`src/rtl/ebu_arb.sv`:
```
// External bus arbiter: grants the shared AHB port to the IFU or the LSU for
// one burst tenure, with a starvation limit that protects the IFU.
module ebu_arb #(
   parameter int BEATW     = 3,
   parameter int FAIRLIMIT = 2
) (
   input  logic             HCLK,
   input  logic             HRESETn,
   input  logic             IFUReq,
   input  logic             LSUReq,
   input  logic [BEATW-1:0] IFUBurstLen,
   input  logic [BEATW-1:0] LSUBurstLen,
   input  logic [1:0]       IFUHTRANS,
   input  logic [1:0]       LSUHTRANS,
   input  logic             HREADY,
   output logic             IFUGnt,
   output logic             LSUGnt,
   output logic             LSUSel,
   output logic [1:0]       HTRANS,
   output logic             IFUStall,
   output logic             LSUStall,
   output logic [BEATW-1:0] BeatCnt,
   output logic             BusBusy
);

   typedef enum logic [1:0] {
      ST_IDLE,
      ST_ADDR,
      ST_LAST
   } state_e;

   localparam logic [1:0] FAIR = FAIRLIMIT[1:0];

   state_e           state_q, state_d;
   logic             sel_q, sel_d;
   logic [BEATW-1:0] len_q, len_d;
   logic [BEATW-1:0] beat_q, beat_d;
   logic [1:0]       starve_q, starve_d;

   logic             win_lsu;
   logic             own_req;
   logic [1:0]       own_trans;
   logic             busy;
   logic             last_done;

   always_ff @(posedge HCLK or negedge HRESETn) begin
      if (!HRESETn) begin
         state_q  <= ST_IDLE;
         sel_q    <= 1'b0;
         len_q    <= '0;
         beat_q   <= '0;
         starve_q <= 2'b00;
      end else begin
         state_q  <= state_d;
         sel_q    <= sel_d;
         len_q    <= len_d;
         beat_q   <= beat_d;
         starve_q <= starve_d;
      end
   end

   // IFU wins a contested cycle once the LSU has won FAIRLIMIT in a row
   assign win_lsu   = LSUReq & ~(IFUReq & (starve_q == FAIR));
   assign own_req   = sel_q ? LSUReq : IFUReq;
   assign own_trans = sel_q ? LSUHTRANS : IFUHTRANS;

   always_comb begin
      state_d  = state_q;
      sel_d    = sel_q;
      len_d    = len_q;
      beat_d   = beat_q;
      starve_d = starve_q;
      unique case (state_q)
         ST_IDLE: begin
            if (IFUReq | LSUReq) begin
               state_d = ST_ADDR;
               sel_d   = win_lsu;
               len_d   = win_lsu ? LSUBurstLen : IFUBurstLen;
               beat_d  = '0;
               if (!win_lsu) begin
                  starve_d = 2'b00;
               end else if (IFUReq && starve_q != 2'b11) begin
                  starve_d = starve_q + 2'd1;
               end
            end
         end
         ST_ADDR: begin
            if (beat_q == '0 && !own_req && own_trans == 2'b00) begin
               state_d = ST_IDLE;
            end else if (HREADY && own_trans[1]) begin
               if (beat_q == len_q) begin
                  state_d = ST_LAST;
               end else begin
                  beat_d = beat_q + 1'b1;
               end
            end
         end
         ST_LAST: begin
            if (HREADY) begin
               state_d = ST_IDLE;
            end
         end
         default: begin
            state_d = ST_IDLE;
         end
      endcase
   end

   assign busy      = (state_q != ST_IDLE);
   assign last_done = (state_q == ST_LAST) & HREADY;

   assign BusBusy  = busy;
   assign LSUSel   = sel_q;
   assign BeatCnt  = beat_q;
   assign IFUGnt   = busy & ~sel_q;
   assign LSUGnt   = busy & sel_q;
   assign HTRANS   = (state_q == ST_ADDR) ? own_trans : 2'b00;
   assign IFUStall = (IFUReq & ~IFUGnt) | (IFUGnt & ~last_done);
   assign LSUStall = (LSUReq & ~LSUGnt) | (LSUGnt & ~last_done);

endmodule
```
`config.mk`:
```
export PLATFORM = sky130hd
export DESIGN_NAME = ebu_arb
export DESIGN_NICKNAME = d
export VERILOG_FILES = /design/src/rtl/ebu_arb.sv
export SDC_FILE = /design/constraint.sdc
export NUM_CORES = 1
export LEC_CHECK = 0
export BUFFER_PORTS_ARGS = -buffer_cell sky130_fd_sc_hd__buf_4
export CORE_UTILIZATION = 37
export DETAILED_ROUTE_END_ITERATION = 16
export SKIP_LAST_GASP = 1
export SYNTH_ARGS = -nofsm -noshare
export SYNTH_HDL_FRONTEND = slang
export SYNTH_SLANG_ARGS = --single-unit
```
`constraint.sdc`:
```
create_clock -name HCLK -period 2.3 [get_ports HCLK]
set_clock_uncertainty 0.2 [all_clocks]
set_input_delay 0.115 -clock HCLK [delete_from_list [all_inputs] [get_ports HCLK]]
set_output_delay 0.115 -clock HCLK [all_outputs]
set_load 0.05 [all_outputs]
```
# ---- Word level (Yosys, flattened, before mapping)
# Index checks and enable logic that the tools add are counted.
dict set report word_totals {
  output_inout_bits 11
  in_bits 15
  ff_bits 11
}
dict set report classes {
  n_mux 17
  eq_ne 13
  add_sub_neg 2
  reduce_logical 14
  bitwise_logic 17
}
# operator count
set ops {}
lappend ops {{2-bit two-way mux} 9}
lappend ops {{3-bit two-way mux} 5}
lappend ops {{2-bit inequality test (second input constant)} 6}
lappend ops {{1-bit AND} 9}
lappend ops {{3-bit inequality test (second input constant)} 2}
lappend ops {{2-bit one-hot mux with 3 select lines} 1}
lappend ops {{3-bit one-hot mux with 2 select lines} 1}
lappend ops {{1-bit NOT} 5}
lappend ops {{5-bit AND reduction} 1}
lappend ops {{2-bit == test (second input constant)} 2}
lappend ops {{1-bit logical AND} 4}
lappend ops {{2-bit zero test} 2}
lappend ops {{4-bit AND reduction} 1}
lappend ops {{2-bit nonzero test} 2}
lappend ops {{3-bit by 1-bit adder with 3-bit output (second input constant)} 1}
lappend ops {{3-bit == test} 1}
lappend ops {{3-bit zero test} 1}
lappend ops {{1-bit OR} 3}
lappend ops {{3-bit AND reduction} 1}
lappend ops {{2-bit by 1-bit adder with 2-bit output (second input constant)} 1}
lappend ops {{2-bit by 1-bit == test with 1-bit output (second input constant)} 1}
lappend ops {{2-bit by 1-bit inequality test with 1-bit output (second input constant)} 1}
lappend ops {{2-bit AND reduction} 1}
lappend ops {{1-bit zero test} 1}
lappend ops {{1-bit two-way mux} 1}

# ---- Longest topological paths before layout
dict set report logic_depth {
  depth_word 6
  depth_mapped 6
  ltp_nobuf 6
}

# ---- Least setup slack after synthesis
# No wires, ideal clock.
dict set report synth_timing {
  kind {register to output}
  start {register state_q[0]}
  end {output LSUStall}
  t_arrival_ps 2318
  path_stages_with_launch 6
  n_path_buf 1
  path_slack_ps -333
  cell_sequence {dfrtp_1 > buf_2 > nor2_1 > inv_1 > and2_1 > a2bb2oi_1}
}
dict set report synth_between {
  elab_chain_len 5
  word_cells_on_any_way 9
  classes_between {eq/ne: 1; bitwise: 7; reduce/logical: 1}
}
# element line
set synth_lines {}
lappend synth_lines {{start, declared} 34} ;# state_e state_q, state_d;
lappend synth_lines {{start signal, assigned} 54} ;# state_q <= state_d;
lappend synth_lines {{2-bit nonzero test *} 109} ;# assign busy = (state_q != ST_IDLE);
lappend synth_lines {{named net BusBusy} 23} ;# output logic BusBusy
lappend synth_lines {{1-bit AND *} 116} ;# assign LSUGnt = busy & sel_q;
lappend synth_lines {{named net LSUGnt} 17} ;# output logic LSUGnt,
lappend synth_lines {{1-bit NOT} 119} ;# assign LSUStall = (LSUReq & ~LSUGnt) | (LSUGnt & ~last_done);
lappend synth_lines {{1-bit AND} 119}
lappend synth_lines {{1-bit OR *} 119}
lappend synth_lines {{end, declared} 21} ;# output logic LSUStall,
# The timed path passes the listed nets; every way through them passes the cells marked *.

# ---- Worst setup path in the final report
dict set report layout_timing {
  start {register starve_q[0]}
  end {register len_q[1]}
}
dict set report layout_between {
  elab_chain_len 5
}
# element line
set layout_lines {}
lappend layout_lines {{start, declared} 38} ;# logic [1:0] starve_q, starve_d;
lappend layout_lines {{start signal, assigned} 58} ;# starve_q <= starve_d;
lappend layout_lines {{2-bit == test} 63} ;# assign win_lsu = LSUReq & ~(IFUReq & (starve_q == FAIR));
lappend layout_lines {{1-bit AND} 63}
lappend layout_lines {{1-bit NOT} 63}
lappend layout_lines {{1-bit AND} 63}
lappend layout_lines {{3-bit two-way mux} 78} ;# len_d = win_lsu ? LSUBurstLen : IFUBurstLen;
lappend layout_lines {{end signal, assigned} 56} ;# len_q <= len_d;
lappend layout_lines {{end, declared} 36} ;# logic [BEATW-1:0] len_q, len_d;
# Every way passes these cells.
# A chain may end at the register's enable or synchronous reset.

==> flow_summary.html <==
<table>
<tr><th>Metric</th><th>Value</th></tr>
<tr><th colspan="2">Outcome</th></tr>
<tr><td>Result of the run</td><td>finished, final reports clean</td></tr>
<tr><th colspan="2">Finish</th></tr>
<tr><td>Total non-filler cell area in the finished layout</td><td>0.00107 mm²</td></tr>
<tr><td>Area Growth Syn to Fin</td><td>41.7%</td></tr>
<tr><td>Total inserted antenna cells</td><td>0</td></tr>
<tr><td>Final design utilization</td><td>58.8%</td></tr>
<tr><td>Number of non-filler instances in the completed layout</td><td>142</td></tr>
<tr><td>Share of cells above drive strength 1</td><td>29.1%</td></tr>
<tr><td>Nets</td><td>137</td></tr>
<tr><th colspan="2">Timing</th></tr>
<tr><td>Worst relative slew slack</td><td>57.6%</td></tr>
<tr><td>Highest clock rate</td><td>468 MHz</td></tr>
<tr><td>Fin Setup TNS</td><td>0 ns</td></tr>
<tr><td>Ratio of final minimum period to clock period</td><td>92.9%</td></tr>
<tr><td>Unrepaired setup endpoints after global routing</td><td>false</td></tr>
<tr><td>Final hold violation count</td><td>0</td></tr>
<tr><td>Worst Tran Pin Value</td><td>0.632 ns</td></tr>
<tr><td>Least setup slack across all paths after layout</td><td>0.164 ns</td></tr>
<tr><td>Final critical-path required period</td><td>2.14 ns</td></tr>
<tr><td>Number of endpoints failing setup at the final stage</td><td>0</td></tr>
<tr><td>Number of pins exceeding their max-slew limit in the final report</td><td>0</td></tr>
<tr><td>Final hold slack</td><td>0.0121 ns</td></tr>
<tr><th colspan="2">Floorplan</th></tr>
<tr><td>Floorplan die area</td><td>0.00223 mm²</td></tr>
<tr><td>Number of placement rows</td><td>15</td></tr>
<tr><td>Initial Util</td><td>41.5%</td></tr>
<tr><td>Top-level I/O count</td><td>26</td></tr>
<tr><td>Core Area</td><td>0.00182 mm²</td></tr>
<tr><td>Die Span Y</td><td>47.2 µm</td></tr>
<tr><td>Width of the die</td><td>47.2 µm</td></tr>
<tr><th colspan="2">Routing</th></tr>
<tr><td>Initial drt markers</td><td>10</td></tr>
<tr><td>Antenna-violating nets left</td><td>0</td></tr>
<tr><td>Total number of vias</td><td>735</td></tr>
<tr><td>First-pass iteration count of the detailed router</td><td>4</td></tr>
<tr><td>WL final</td><td>1820 µm</td></tr>
<tr><td>Average wire length per cell after detail routing</td><td>12.8 µm</td></tr>
<tr><td>Residual DRC</td><td>0</td></tr>
<tr><td>Average vias per placed instance</td><td>5.18</td></tr>
<tr><th colspan="2">Global route</th></tr>
<tr><td>Largest net degree at the start of global routing</td><td>12</td></tr>
<tr><td>Via count of the first global-routing pass</td><td>655</td></tr>
<tr><td>Initial antenna violation count</td><td>0</td></tr>
<tr><td>Total overflow reported by the global router</td><td>0</td></tr>
<tr><td>First-pass GRT wire length</td><td>2860 µm</td></tr>
<tr><td>Total routing usage reported by global routing</td><td>18.7%</td></tr>
<tr><th colspan="2">Clock network</th></tr>
<tr><td>Number of H-tree levels</td><td>1</td></tr>
<tr><td>Setup Buffers After CTS</td><td>0</td></tr>
<tr><td>Post-CTS clock slew at the launch and capture registers of the worst setup and hold paths</td><td>0.07 ns</td></tr>
<tr><td>Clock tree sinks</td><td>11</td></tr>
<tr><td>Buffer levels on the longest clock path</td><td>2</td></tr>
<tr><td>Latest clock arrival within the worst-skew pair</td><td>0.27 ns</td></tr>
<tr><td>Number of buffers added by the clock tree synthesis step</td><td>3</td></tr>
<tr><td>CTS tree</td><td>yes</td></tr>
<tr><td>Clock root buffer</td><td>clkbuf_4</td></tr>
<tr><th colspan="2">Critical path</th></tr>
<tr><td>Delay of the slowest cell on the worst path</td><td>0.57 ns</td></tr>
<tr><td>Critical Setup Path Class</td><td>reg -&gt; reg</td></tr>
<tr><td>Setup crit start kind</td><td>register</td></tr>
<tr><td>CP Cell Sequence</td><td>inv_1 &gt; ha_1 &gt; a21boi_4 &gt; mux2i_1 &gt; dlygate4sd3_1 &gt; o21ai_0</td></tr>
<tr><td>CP top delay family</td><td>buffers and inverters</td></tr>
<tr><td>Highest net fanout along the worst path</td><td>6</td></tr>
<tr><td>Register-to-register setup slack</td><td>0.16 ns</td></tr>
<tr><td>Highest-delay cell along the critical path</td><td>dlygate4sd3_1</td></tr>
<tr><td>Kind of capture point of the worst setup path</td><td>register</td></tr>
<tr><td>Critical path buffer and inverter count</td><td>2</td></tr>
<tr><td>Crit path DAT</td><td>2.06 ns</td></tr>
<tr><td>Endpoint required time on the critical path</td><td>2.23 ns</td></tr>
<tr><th colspan="2">Synthesis</th></tr>
<tr><td>Dominant register cell in the synthesized netlist</td><td>dfrtp_1</td></tr>
<tr><td>Seq cells post-synth</td><td>11</td></tr>
<tr><td>Post-synth EDFFs</td><td>0</td></tr>
<tr><td>Share of flip-flops with an asynchronous set or reset</td><td>100%</td></tr>
<tr><td>Ranking of synthesized cells by area</td><td>dfrtp_1, mux2i_1, ha_1</td></tr>
<tr><td>Synth Area per Inst</td><td>9.00 µm²</td></tr>
<tr><td>Register area share after synthesis</td><td>36.4%</td></tr>
<tr><td>Leading area contributor after synthesis</td><td>dfrtp_1</td></tr>
<tr><td>Cell count after synthesis</td><td>84</td></tr>
<tr><td>Cell variety after synth</td><td>33</td></tr>
<tr><td>Synth top area share</td><td>36.4%</td></tr>
<tr><td>Synth Cell Area</td><td>756 µm²</td></tr>
<tr><td>Total number of yosys warnings</td><td>0</td></tr>
<tr><td>Synth Net Count</td><td>103</td></tr>
<tr><th colspan="2">Pwr</th></tr>
<tr><td>Cell Pwr Density</td><td>1350 mW/mm²</td></tr>
<tr><td>Maximum resistive drop on vdd</td><td>702 µV</td></tr>
<tr><td>Static leakage</td><td>0.504 nW</td></tr>
<tr><td>Share of power burned in combinational logic</td><td>64.0%</td></tr>
<tr><td>Total chip power</td><td>1.45 mW</td></tr>
<tr><td>Clock network fraction of design power</td><td>9.0%</td></tr>
<tr><td>Net Sw Power</td><td>0.757 mW</td></tr>
<tr><td>Switching part of the total</td><td>52.4%</td></tr>
<tr><td>Reg power frac</td><td>27.1%</td></tr>
<tr><td>Internal power consumption</td><td>0.688 mW</td></tr>
<tr><th colspan="2">Placement</th></tr>
<tr><td># placed instances</td><td>131</td></tr>
<tr><td>Placed wire-length estimate</td><td>1320 µm</td></tr>
<tr><td>Placer congestion estimate</td><td>0.822</td></tr>
<tr><td>Pre-CTS setup slack</td><td>0.452 ns</td></tr>
<tr><td>Post-place instance area</td><td>967 µm²</td></tr>
<tr><td>Number of buffer cells added on primary ports</td><td>25</td></tr>
<tr><th colspan="2">Flow run</th></tr>
<tr><td>Number of max-capacitance violations reported</td><td>0</td></tr>
<tr><th colspan="2">Hold path</th></tr>
<tr><td>Kind of path behind the tightest hold check</td><td>in -&gt; async</td></tr>
</table>
-- routing by layer --
metal / global-route usage, % / wire length (µm) / vias to the layer above
li1: - / - / 368
met1: 23.3 / 862 / 335
met2: 31.4 / 821 / 27
met3: 2.31 / 96 / 5
met4: 10.3 / 36 / 0
met5: 0 / 0 / -
-- final timing paths --
kind                               endpoint         from  cells after the start
worst max-delay path               len_q[1]  starve_q[0]                      6
worst min-delay path                 LSUSel      HRESETn                      2
worst max register to register     len_q[1]  starve_q[0]                      6
worst min register to register     len_q[1]     len_q[1]                      2
max in group asynchronous        state_q[0]      HRESETn                      2
min in group HCLK               starve_q[0]       IFUReq                      3
-- power by group through the flow --
stage                     registers (mW)  clock network, mW  logic [mW]
final                              0.392              0.129       0.924
after global routing               0.407              0.144       0.999
after CTS                          0.391              0.136       0.923
after detailed placement           0.394                  0       0.905
after global placement             0.390                  0       0.900
after floorplan                    0.409                  0       0.651
-- cell families (layout without fill, tap and decap cells) --
family	count (synthesis)	count (layout)	synth area share, %
and+or+nand+nor	29	29	19.5
buffers and inverters	11	44	6.62
adders and majority gates	4	4	6.62
AOI/OAI and AO/OA	19	19	18.0
muxes	7	7	9.27
DFF	11	11	36.4
xor gates and xnor gates	3	3	3.48
-- Yosys cell counts, types with 3 or more instances --
library cell,n
nor2_1,7
mux2i_1,7
o21ai_0,6
ha_1,4
inv_1,7
xnor2_1,3
nand2_1,8
dfrtp_1,11
-- cell usage in the layout (no fill, tap or decap), types with 3 or more instances in the layout --
cell type      synthesis  layout
nand2_1                8       8
xnor2_1                3       3
ha_1                   4       4
dfrtp_1               11      11
o21ai_0                6       6
buf_4                  0      26
nor2_1                 7       6
clkbuf_4               0       3
mux2i_1                7       7
dlygate4sd3_1          0       7
inv_1                  7       7
-- sequential cells by signal, indices dropped and copies added (netlist names) --
name,cells
BeatCnt,3
starve_q,2
len_q,3
LSUSel,1
state_q,2
-- layout make-up --
cell class / instances / area [µm²]
Inverter: 7 / 26.3
Timing Repair Buffer: 33 / 265
Multi-Input combinational cell: 62 / 447
Clock buffer: 4 / 26.3
Sequential cell: 11 / 275
Tap cell: 25 / 31.3
Fill cell: 179 / 749
-- worst reg2reg max path, stage by stage (launching register included) --
cell and delay [ns]:
dfrtp_1 0.39, inv_1 0.06, ha_1 0.22, a21boi_4 0.27, mux2i_1 0.23, dlygate4sd3_1 0.57, o21ai_0 0.07
-- timing repair --
action                                 CTS  global route
hold buffers                             7             0
endpoints found under the hold margin   14             0
gates resized for setup                  0             1
setup endpoints to repair                0             2
(Power assumes the default switching activity.)
